`config.mk`:
```
export PLATFORM = sky130hd
export DESIGN_NAME = instr_loader_flat
export DESIGN_NICKNAME = d
export VERILOG_FILES = /design/src/rtl/instr_loader_if.sv /design/src/rtl/instr_loader.sv /design/src/flat_wrapper.sv
export SDC_FILE = /design/constraint.sdc
export NUM_CORES = 1
export LEC_CHECK = 0
export ABC_AREA = 1
export BUFFER_PORTS_ARGS = -buffer_cell sky130_fd_sc_hd__buf_2
export CAP_MARGIN = 20
export CORE_MARGIN = 2
export CORE_UTILIZATION = 62
export CTS_CLUSTER_DIAMETER = 40
export DETAILED_ROUTE_END_ITERATION = 16
export PLACE_DENSITY = 0.85
export SYNTH_ARGS = -nofsm -noshare
export SYNTH_HDL_FRONTEND = slang
export SYNTH_SLANG_ARGS = --single-unit
export TNS_END_PERCENT = 5
```
`constraint.sdc`:
```
create_clock -name i_clk -period 4.8 [get_ports i_clk]
set_input_delay 0.96 -clock i_clk [delete_from_list [all_inputs] [get_ports i_clk]]
set_output_delay 0.96 -clock i_clk [all_outputs]
set_load 0.005 [all_outputs]
```
`src/rtl/instr_loader_if.sv`:
```
// Byte-stream handshake and instruction-memory write port for the program loader.
// The slave modport is the loader side; the master modport is the host/memory side.
interface instr_loader_if #(
  parameter int unsigned ADDR_W = 10
);
  logic [7:0]        byte_in;
  logic              byte_valid;
  logic              byte_ready;
  logic              regWE;
  logic [ADDR_W-1:0] Addr;
  logic [31:0]       DataIn;

  modport master (
    output byte_in, byte_valid,
    input  byte_ready, regWE, Addr, DataIn
  );

  modport slave (
    input  byte_in, byte_valid,
    output byte_ready, regWE, Addr, DataIn
  );
endinterface

```
`src/rtl/instr_loader.sv`:
```
// Streams a length-prefixed, XOR-checksummed program into instruction memory as big-endian
// 32-bit words, holding the CPU until a load completes with a matching checksum.
module instr_loader #(
  parameter int unsigned WORDS  = 1024,
  parameter int unsigned ADDR_W = 10
) (
  input  logic           i_clk,
  input  logic           i_reset,
  input  logic           i_start,
  instr_loader_if.slave  bus,
  output logic           o_cpu_hold,
  output logic           o_done,
  output logic           o_error
);

  typedef enum logic [2:0] {
    StIdle, StLenHi, StLenLo, StData, StWrite, StCheck, StDone, StError
  } state_e;

  state_e      r_state;
  logic [7:0]  r_len_hi;
  logic [15:0] r_len;
  logic [15:0] r_wcnt;
  logic [1:0]  r_bcnt;
  logic [7:0]  r_chk;
  logic [31:0] r_data;
  logic        r_byte_ready;
  logic        r_regwe;
  logic        r_cpu_hold;
  logic        r_done;
  logic        r_error;

  logic        w_acc;
  logic [15:0] w_len;
  logic [15:0] w_wcnt_nxt;

  assign w_acc      = bus.byte_valid && r_byte_ready;
  assign w_len      = {r_len_hi, bus.byte_in};
  assign w_wcnt_nxt = r_wcnt + 16'd1;

  // Word counter is kept 16 bits wide so LEN = WORDS completes before any wrap of Addr.
  assign bus.byte_ready = r_byte_ready;
  assign bus.regWE      = r_regwe;
  assign bus.Addr       = r_wcnt[ADDR_W-1:0];
  assign bus.DataIn     = r_data;
  assign o_cpu_hold     = r_cpu_hold;
  assign o_done         = r_done;
  assign o_error        = r_error;

  always_ff @(posedge i_clk) begin
    if (i_reset) begin
      r_state      <= StIdle;
      r_len_hi     <= 8'h00;
      r_len        <= 16'h0000;
      r_wcnt       <= 16'h0000;
      r_bcnt       <= 2'd0;
      r_chk        <= 8'h00;
      r_data       <= 32'h0000_0000;
      r_byte_ready <= 1'b0;
      r_regwe      <= 1'b0;
      r_cpu_hold   <= 1'b0;
      r_done       <= 1'b0;
      r_error      <= 1'b0;
    end else begin
      r_regwe <= 1'b0;
      unique case (r_state)
        StIdle, StDone, StError: begin
          if (i_start) begin
            r_state      <= StLenHi;
            r_wcnt       <= 16'h0000;
            r_bcnt       <= 2'd0;
            r_chk        <= 8'h00;
            r_done       <= 1'b0;
            r_error      <= 1'b0;
            r_byte_ready <= 1'b1;
            r_cpu_hold   <= 1'b1;
          end
        end
        StLenHi: begin
          if (w_acc) begin
            r_len_hi <= bus.byte_in;
            r_state  <= StLenLo;
          end
        end
        StLenLo: begin
          if (w_acc) begin
            r_len <= w_len;
            if (w_len == 16'h0000) begin
              r_state <= StCheck;
            end else if (32'(w_len) > WORDS) begin
              r_state      <= StError;
              r_byte_ready <= 1'b0;
              r_error      <= 1'b1;
            end else begin
              r_state <= StData;
            end
          end
        end
        StData: begin
          if (w_acc) begin
            r_data <= {r_data[23:0], bus.byte_in};
            r_chk  <= r_chk ^ bus.byte_in;
            r_bcnt <= r_bcnt + 2'd1;
            if (r_bcnt == 2'd3) begin
              r_state      <= StWrite;
              r_regwe      <= 1'b1;
              r_byte_ready <= 1'b0;
            end
          end
        end
        StWrite: begin
          r_wcnt       <= w_wcnt_nxt;
          r_byte_ready <= 1'b1;
          r_state      <= (w_wcnt_nxt == r_len) ? StCheck : StData;
        end
        StCheck: begin
          if (w_acc) begin
            r_byte_ready <= 1'b0;
            if (bus.byte_in == r_chk) begin
              r_state    <= StDone;
              r_done     <= 1'b1;
              r_cpu_hold <= 1'b0;
            end else begin
              r_state <= StError;
              r_error <= 1'b1;
            end
          end
        end
        default: r_state <= StIdle;
      endcase
    end
  end

endmodule
```
`src/flat_wrapper.sv`:
```
// flat-port wrapper written by rule: the top's interface ports become plain ports
module instr_loader_flat 
#(
  parameter int unsigned WORDS  = 1024,
  parameter int unsigned ADDR_W = 10
)
  (i_clk, i_reset, i_start, o_cpu_hold, o_done, o_error, bus_byte_in, bus_byte_valid, bus_byte_ready, bus_regWE, bus_Addr, bus_DataIn);
  instr_loader_if #(.ADDR_W(ADDR_W)) bus_i ();
  input  logic i_clk;
  input  logic i_reset;
  input  logic i_start;
  output logic o_cpu_hold;
  output logic o_done;
  output logic o_error;
  input wire logic [$bits(bus_i.byte_in)-1:0] bus_byte_in;
  input wire logic [$bits(bus_i.byte_valid)-1:0] bus_byte_valid;
  output wire logic [$bits(bus_i.byte_ready)-1:0] bus_byte_ready;
  output wire logic [$bits(bus_i.regWE)-1:0] bus_regWE;
  output wire logic [$bits(bus_i.Addr)-1:0] bus_Addr;
  output wire logic [$bits(bus_i.DataIn)-1:0] bus_DataIn;
  assign bus_i.byte_in = bus_byte_in;
  assign bus_i.byte_valid = bus_byte_valid;
  assign bus_byte_ready = bus_i.byte_ready;
  assign bus_regWE = bus_i.regWE;
  assign bus_Addr = bus_i.Addr;
  assign bus_DataIn = bus_i.DataIn;
  instr_loader #(.WORDS(WORDS), .ADDR_W(ADDR_W)) u_core (.i_clk(i_clk), .i_reset(i_reset), .i_start(i_start), .bus(bus_i), .o_cpu_hold(o_cpu_hold), .o_done(o_done), .o_error(o_error));
endmodule
```
==> out/metrics.yaml, run 1 <==
critical_path:
  crit_path_top_delay_cell: "inv_1"
  cp-start-kind: "flip-flop"
  worstPathArrival_ps: 2840
  cpMostUsedCell: "nor2_1"
  max_stage_delay_ps: 600
  critical_path.cell_chain: "nand2_2 -> nor2_2 -> inv_2 -> nor2_4 -> inv_1 -> nor2_1 -> nor2_1"
  r2r-end: "u_core.bus.DataIn[12]"
  path_class: "reg2reg"
  worstPathRequired_ps: 5050
  rr_worst_depth: 7
  end_kind: "flip-flop"
  worstPathMaxFanout: 34
  rrSetupSlack_ps: 2210
  r2r_start: "u_core.r_state[0]"
clocking:
  clockBufferDepth: 2
  clk_pin_slew_worst_paths_ps: 90
  post_cts_buffers: 0
  cts_tree: "yes"
  clockRootBuffer: "clkbuf_8"
  cts_made_buffers: 9
  ctsHoldBuffers: 0
  clock_sinks: 90
  clk_latency_ps: 360
  h-tree-depth: 3
  cts.repair.resized: 0
final_layout:
  layout_common_cells: "129 x nor2_1, 109 x nand2_1, 90 x dfxtp_1, 69 x o21ai_0, 58 x buf_2"
  layout_commonest_cell: "nor2_1"
  n_antenna_cell: 0
  syn2layout_area_growth_pct: 10.2
  fin_area_um2: 4800
  drive_above_1_share_pct: 15.7
  fin_nets: 678
floorplan:
  ios: 59
  die_h_um: 87.8
  die_x_um: 87.8
  dieArea_um2: 7710
  row_count: 30
  start_util_pct: 64.1
  coreArea_um2: 6790
logic_synthesis:
  synth_enable_flop_cells: 0
  synth.distinct_cells: 36
  synth-seq-cells: 90
  ys.flop_type: "dfxtp_1"
  async_flop_share_pct: 0
  netlist_area_um2: 4350
  yosys_warnings: 0
  synth_cells: 625
  syn_area_per_cell_um2: 6.96
  syn_nets: 639
  synth_seq_area_share_pct: 41.4
sta:
  relSlewSlack_pct: 37.0
  fin_skew_ps: 10.5
  holdWs_ps: 459
  tightest_slew_ps: 944
  rsz0062_at_grt: "false"
  fmax_mhz: 386
  setup_viol: 0
  setup_tns_ps: 0
  hold_viol_final: 0
  layout_worst_path_cycle_share_pct: 53.9
  period_minus_slack_ps: 2590
  final_max_slew_viol_count: 0
worst_hold_path:
  min_path_cells: 2
  hold_end: "u_core.o_done"
  min_from: "u_core.o_done"
  holdCritPathClass: "reg2reg"
drt:
  drc: 0
  wl_met3_um: 529
  routed_wirelength_mm: 9.89
  dr_wl_met2_mm: 4.62
  drt-met1-wl_mm: 4.46
  drt_pre_antenna_iters: 5
  dr.max_layer_used: "met4"
  viasPerCell: 5.40
  initialDrtViolationCount: 261
  final_antenna_net_count: 0
  wire_per_inst_um: 12.9
  vias: 4132
power_and_ir_drop:
  total_power_mw: 1.75
  peakVddDrop_mv: 0.281
  power_density_nw_per_um2: 366
  leakagePower_nw: 2.25
global_route:
  antenna_found_initial: 0
  grt_pass1_vias: 3791
  grt_overflow: 0
  grt_pass1_wl_mm: 16.9
  track_usage_pct: 27.6
  grt_max_degree: 40
placement:
  numPortBuffers: 58
  place.gp.congestion: 0.879
  dpl_cell_area_um2: 4590
  dp_hpwl_mm: 6.99
flow_run:
  max-cap-violations: 0
status:
  status: "completed"
[layout make-up]
type,instances,area [um2]
multi-input combinational,453,2170
fill,563,2000
sequential,90,1800
timing repair buffer,61,313
inverter,49,184
clock buffer,10,138
tap,96,120
clock inverter,6,66.3
[per-stage QoR]
| stage | utilization, % | worst slack, ps | instances |
|---|---|---|---|
| 2_1_floorplan | - | 2740 | 625 |
| 3_3_place_gp | 67.6 | 2020 | 749 |
| 3_5_place_dp | 67.6 | 1960 | 749 |
| 4_1_cts | 70.6 | 2220 | 765 |
| 5_1_grt | 70.6 | 1920 | 765 |
| 6_report | 70.6 | 2210 | 765 |
[sequential cells by signal (all words and copies together), names as in the netlist]
register	cells
u_core.r_len	16
u_core.r_wcnt	16
u_core.o_cpu_hold	1
u_core.r_bcnt	2
u_core.bus.regWE	1
u_core.o_done	1
u_core.r_chk	8
u_core.r_state	3
u_core.r_len_hi	8
u_core.o_error	1
u_core.bus.byte_ready	1
u_core.bus.DataIn	32
[how the worst max path moves through the flow]
stage | start | end | slack, ps | depth (start not counted)
final | u_core.r_state[0] | u_core.bus.DataIn[12] | 2210 | 7
after global placement | bus_byte_valid | u_core.bus.DataIn[3] | 2020 | 6
after global routing | u_core.r_state[0] | u_core.bus.DataIn[12] | 1920 | 7
after floorplan | bus_byte_in[5] | u_core.o_cpu_hold | 2740 | 9
after detailed placement | bus_byte_valid | u_core.bus.DataIn[16] | 1960 | 6
after CTS | u_core.r_state[0] | u_core.bus.DataIn[12] | 2220 | 7
[cells by family after synthesis]
group                    synth area share, %
AND/OR/NAND/NOR                         31.9
XOR/XNOR                                3.34
flip-flops                              41.4
buffers and inverters                   8.65
adder cells (fa/ha/maj)                0.575
AO/OA/AOI/OAI                           14.1
[metal layers]
| metal | track usage [%] | vias up |
|---|---|---|
| met5 | 0 | - |
| met4 | 14.0 | 0 |
| met3 | 4.43 | 26 |
| met2 | 44.1 | 148 |
| met1 | 36.2 | 1873 |
| li1 | - | 2085 |
[Yosys cell counts (3+ instances only)]
cell        n  area (um2)
dfxtp_1    90        1800
nor2_4      4        45.0
nand4_1    12        75.1
o211a_1     4        40.0
a21oi_1    37         185
inv_2       3        11.3
nor2_1    129         484
xor2_1      6        52.6
inv_1      44         165
nand3_1    36         180
clkbuf_1   17        63.8
xnor2_1     8        70.1
nand2_2     6        37.5
nand2_1   109         409
nor2_2     10        62.6
buf_4      11        82.6
nor3_1      4        20.0
nand3b_1    4        30.0
o21ai_0    69         345
[where the power goes]
group	switching [mW]	internal, mW	total [mW]
sequential	0.0432	0.804	0.847
clock	0.269	0.255	0.523
combinational	0.250	0.133	0.383
[worst max-delay path, delay by kind of cell (launching register included)]
family | cells | cell delay (ps)
buffers and inverters | 2 | 760
DFF | 1 | 430
and+or+nand+nor | 5 | 1280
No activity file was read; power rests on OpenSTA's default activity.
==> inputs of run 2 (changes only) <==
- CORE_UTILIZATION: 62 -> 52
- PLACE_DENSITY: 0.85 -> 0.76
- clock period: 4.8 -> 2.3 ns (I/O delays scaled with it)
==> run 2 against run 1 <==
  * Maximum frequency increased by 27%
  * Design area increased by 0.63%
  * Highest routed layer unchanged
  * Via count decreased by 1.4%
  * Final cell count increased by 1.8%
  * Critical path depth increased by 6
  * Non-clock buffer count increased by 5
  * Utilization decreased by 12 points
  * Hold slack got worse by 19 ps
  * Critical endpoint is now u_core.r_state[1]
  * Sequential share of layout area decreased by 0.23 points
==> out/metrics.yaml, run 2 (same netlist as run 1, synthesis figures left out) <==
drt:
  dr.max_layer_used: "met4"
  drc: 0
  dr_wl_met2_mm: 5.00
  initialDrtViolationCount: 257
  vias: 4075
  final_antenna_net_count: 0
  routed_wirelength_mm: 10.4
  viasPerCell: 5.23
  wire_per_inst_um: 13.4
  drt_pre_antenna_iters: 4
  wl_met3_um: 485
  drt-met1-wl_mm: 4.86
global_route:
  grt_pass1_vias: 3854
  grt_pass1_wl_mm: 17.9
  track_usage_pct: 24.8
  grt_max_degree: 64
  antenna_found_initial: 0
  grt_overflow: 0
critical_path:
  path_class: "reg2reg"
  cp-start-kind: "flip-flop"
  end_kind: "flip-flop"
  worstPathMaxFanout: 6
  worstPathRequired_ps: 2540
  worstPathArrival_ps: 2270
  r2r-end: "u_core.r_state[1]"
  rr_worst_depth: 13
  r2r_start: "u_core.r_wcnt[1]"
  rrSetupSlack_ps: 270
floorplan:
  coreArea_um2: 8180
  row_count: 33
  ios: 59
  die_x_um: 95.5
  start_util_pct: 53.2
  dieArea_um2: 9120
  die_h_um: 95.5
final_layout:
  fin_nets: 683
  n_antenna_cell: 0
  fillCellCount: 787
  layout_commonest_cell: "nor2_1"
  drive_above_1_share_pct: 16.5
  syn2layout_area_growth_pct: 10.9
  fin_area_um2: 4830
  largest_reg_flops: 32
  layout_common_cells: "129 x nor2_1, 109 x nand2_1, 90 x dfxtp_1, 69 x o21ai_0, 58 x buf_2"
sta:
  final_max_slew_viol_count: 0
  hold_viol_final: 0
  layout_worst_path_cycle_share_pct: 88.4
  period_minus_slack_ps: 2030
  fmax_mhz: 492
  relSlewSlack_pct: 33.8
  setup_viol: 0
  rsz0062_at_grt: "false"
  fin_skew_ps: 9.54
  tightest_slew_ps: 993
  setup_tns_ps: 0
  fin_ws_ps: 267
flow_run:
  max-cap-violations: 0
power_and_ir_drop:
  power_density_nw_per_um2: 741
  combPwrFrac_pct: 22.9
  leakagePower_nw: 2.27
  p_switching_mw: 1.19
  peakVddDrop_mv: 0.365
  pwr-share-clk_pct: 27.7
  intPower_mw: 2.38
  pwr-share-seq_pct: 49.5
  total_power_mw: 3.58
  switching_share_pct: 33.3
worst_hold_path:
  min_from: "i_start"
  min_path_cells: 3
  hold_end: "u_core.o_cpu_hold"
  holdCritPathClass: "in2reg"
clocking:
  clock_sinks: 90
  clk_latency_ps: 350
  clk_pin_slew_worst_paths_ps: 90
  h-tree-depth: 3
  cts_tree: "yes"
  clockBufferDepth: 2
  clockRootBuffer: "clkbuf_8"
  cts_made_buffers: 9
placement:
  numPortBuffers: 58
  dp_hpwl_mm: 7.36
  place.gp.congestion: 0.870
  dpl_cell_area_um2: 4640
  pre_cts_slack_ps: 278
status:
  status: "completed"
run 2: cell count changes in the layout (fill, tap and decap cells not counted), sizes merged:
cell | previous run | this run
clkinvlp | 3 | 1
clkinv | 4 | 6
buf | 61 | 66
inv | 47 | 48
bufinv | 1 | 0
run 2: area by class of cell:
class | count | area [um2] | share of cell area, %
multi-input combinational | 453 | 2180 | 45.2
sequential | 90 | 1800 | 37.3
timing repair buffer | 66 | 350 | 7.26
inverter | 49 | 184 | 3.81
clock buffer | 10 | 138 | 2.85
tap | 105 | 131 | 2.72
clock inverter | 6 | 40.0 | 0.830
run 2: stage by stage:
step           cells  hold WS [ps]  utilization [%]
2_1_floorplan    625           444                -
3_3_place_gp     763           448             56.8
6_report         779           441             59.0
4_1_cts          779           435             58.9
5_1_grt          779           433             59.0
3_5_place_dp     763           451             56.8
run 2: worst max-delay path: stages, from the launching register on:
cell and delay, ps:
dfxtp_1 420, ha_2 260, nand3_1 200, o21ai_0 210, nand2_1 120, xor2_1 160, nor2_1 80, nand2_1 60
nor2_2 150, nand2_1 70, nand2_1 50, nand2_1 40, nand2_1 50, a21oi_1 50
run 2: power groups by stage:
stage	sequential [mW]	clock, mW	combinational, mW
5_1_grt	1.79	1.08	0.934
4_1_cts	1.77	0.998	0.813
3_3_place_gp	1.80	0	0.785
3_5_place_dp	1.80	0	0.807
6_report	1.77	0.989	0.818
2_1_floorplan	1.79	0	0.601
run 2: per-layer routing:
metal / vias to the layer above / GRT usage, %
li1: 2095 / -
met1: 1889 / 32.3
met2: 85 / 40.8
met3: 6 / 4.82
met4: 0 / 8.93
met5: - / 0
run 2: how the worst max path moves through the flow:
stage / startpoint / to
3_5_place_dp: u_core.r_wcnt[1] / u_core.r_state[2]
2_1_floorplan: u_core.r_wcnt[0] / u_core.r_state[1]
4_1_cts: u_core.r_wcnt[1] / u_core.r_state[1]
3_3_place_gp: u_core.r_wcnt[1] / u_core.r_state[1]
6_report: u_core.r_wcnt[1] / u_core.r_state[1]
5_1_grt: u_core.r_wcnt[2] / u_core.r_state[2]
run 2: what timing repair did:
action,CTS,global route
resized for setup,0,2
setup endpoints to repair,0,1
setup buffers,0,0
hold buffers,0,0
==> inputs of run 3 (changes only) <==
- CORE_UTILIZATION: 52 -> 54
- CTS_BUF_LIST: unset -> sky130_fd_sc_hd__clkbuf_4 sky130_fd_sc_hd__clkbuf_8
- PLACE_DENSITY: 0.76 -> 0.79
==> run 3 against run 2 <==
  * Register-to-register slack lost 20 ps
  * Die area shrank 3.5%
  * Sequential share of layout area shrank 0.26 points
  * Clock power is essentially flat
  * Non-clock buffer count grew 3
  * Wire length shrank 0.42%
  * Via count grew 0.56%
  * Design area grew 0.70%
  * Critical path depth is the same
  * Critical endpoint unchanged
  * Largest cell class unchanged
  * Highest routed layer unchanged
==> out/metrics.yaml, run 3 (same netlist as run 1, synthesis figures left out) <==
sta:
  setup_viol: 0
  fin_ws_ps: 247
  holdWs_ps: 428
  period_minus_slack_ps: 2050
  hold_viol_final: 0
  relSlewSlack_pct: 54.0
  final_max_slew_viol_count: 0
  tightest_slew_ps: 687
  fmax_mhz: 487
  rsz0062_at_grt: "false"
  layout_worst_path_cycle_share_pct: 89.3
  fin_skew_ps: 18.6
  setup_tns_ps: 0
clocking:
  h-tree-depth: 3
  clock_sinks: 90
  post_cts_buffers: 0
  cts_tree: "yes"
  clk_pin_slew_worst_paths_ps: 90
  cts_made_buffers: 9
  clk_latency_ps: 360
  clockBufferDepth: 2
  clockRootBuffer: "clkbuf_8"
drt:
  wire_per_inst_um: 13.3
  routed_wirelength_mm: 10.4
  drt_pre_antenna_iters: 4
  vias: 4098
  drc: 0
  final_antenna_net_count: 0
  viasPerCell: 5.26
  initialDrtViolationCount: 163
final_layout:
  fin_nets: 686
  postLayoutCoreUtil_pct: 62.6
  largest_reg_flops: 32
  layout_common_cells: "129 x nor2_1, 109 x nand2_1, 90 x dfxtp_1, 69 x o21ai_0, 58 x buf_2"
  syn2layout_area_growth_pct: 11.7
  layout_commonest_cell: "nor2_1"
  fillCellCount: 738
  multi_input_area_um2: 2180
  n_antenna_cell: 0
  fin_cells: 779
  fin_area_um2: 4860
  drive_above_1_share_pct: 16.8
  seq_area_um2: 1800
worst_hold_path:
  min_path_cells: 3
  holdCritPathClass: "in2reg"
placement:
  pre_cts_slack_ps: 268
  placedCellCount: 763
  numPortBuffers: 58
  place.gp.congestion: 0.861
  dpl_cell_area_um2: 4670
  dp_hpwl_mm: 7.33
power_and_ir_drop:
  total_power_mw: 3.59
  peakVddDrop_mv: 0.339
  power_density_nw_per_um2: 740
  leakagePower_nw: 2.29
floorplan:
  die_h_um: 93.8
  row_count: 32
  ios: 59
  coreArea_um2: 7770
  dieArea_um2: 8790
  start_util_pct: 56.0
  die_x_um: 93.8
global_route:
  antenna_found_initial: 0
  grt_overflow: 0
  grt_pass1_vias: 3831
  grt_pass1_wl_mm: 17.4
  track_usage_pct: 24.6
  grt_max_degree: 33
critical_path:
  worstPathMaxFanout: 6
  cpMostUsedCell: "nand2_1"
  critical_path_buf_inv_count: 0
  cp-start-kind: "flip-flop"
  max_stage_delay_ps: 430
  cpLargestDelayFamily: "simple AND/OR/NAND/NOR gates"
  rr_worst_depth: 13
  worstPathRequired_ps: 2540
  path_class: "reg2reg"
  end_kind: "flip-flop"
  crit_path_top_delay_cell: "dfxtp_1"
  cp_num_cells: 13
  critical_path.cell_chain: "ha_2 -> nand3_1 -> o21ai_0 -> nand2_1 -> xor2_1 -> nor2_1 -> nand2_1 -> nor2_2 -> nand2_1 -> nand2_1 -> nand2_1 -> nand2_1 -> a21oi_1"
  worstPathArrival_ps: 2300
status:
  status: "completed"
flow_run:
  max-cap-violations: 0
run 3: repair_timing:
action                     CTS  global route
gates resized for setup      0             2
setup endpoints to repair    0             2
hold buffers                 0             0
hold endpoints to repair     0             0
run 3: power by group:
group / internal, mW / total, mW / switching (mW) / leakage [nW]
Combinational: 0.287 / 0.822 / 0.535 / 1.47
Clock: 0.416 / 1.00 / 0.588 / 0.0882
Sequential: 1.68 / 1.77 / 0.0908 / 0.727
Total: 2.38 / 3.59 / 1.21 / 2.29
run 3: cell type report:
class                      instances  share of cell area [%]
clock buffer                      10                    2.70
clock inverter                     6                    1.00
inverter                          49                    3.78
multi-input combinational        453                    44.9
sequential                        90                    37.1
tap                              102                    2.63
timing repair buffer              69                    7.93
run 3: path summary, 6_finish.rpt:
| kind | from | endpoint | slack, ps |
|---|---|---|---|
| worst max-delay path | u_core.r_wcnt[1] | u_core.r_state[1] | 250 |
| worst min register to register | u_core.o_done | u_core.o_done | 460 |
| worst min-delay path | i_start | u_core.o_cpu_hold | 430 |
| worst max register to register | u_core.r_wcnt[1] | u_core.r_state[1] | 250 |
run 3: worst register-to-register path, stage by stage, from the launching register on:
cell	delay, ps
dfxtp_1	430
ha_2	270
nand3_1	200
o21ai_0	210
nand2_1	110
xor2_1	160
nor2_1	80
nand2_1	70
nor2_2	150
nand2_1	70
nand2_1	50
nand2_1	40
nand2_1	50
a21oi_1	60
run 3: metal layers:
metal | share of wire, % | wire length (um) | vias to the layer above | GRT usage, %
li1 | - | - | 2099 | -
met1 | 47 | 4870 | 1866 | 32.1
met2 | 46 | 4770 | 117 | 40.2
met3 | 5.3 | 552 | 16 | 5.62
met4 | 1.9 | 193 | 0 | 8.09
met5 | 0 | 0 | - | 0
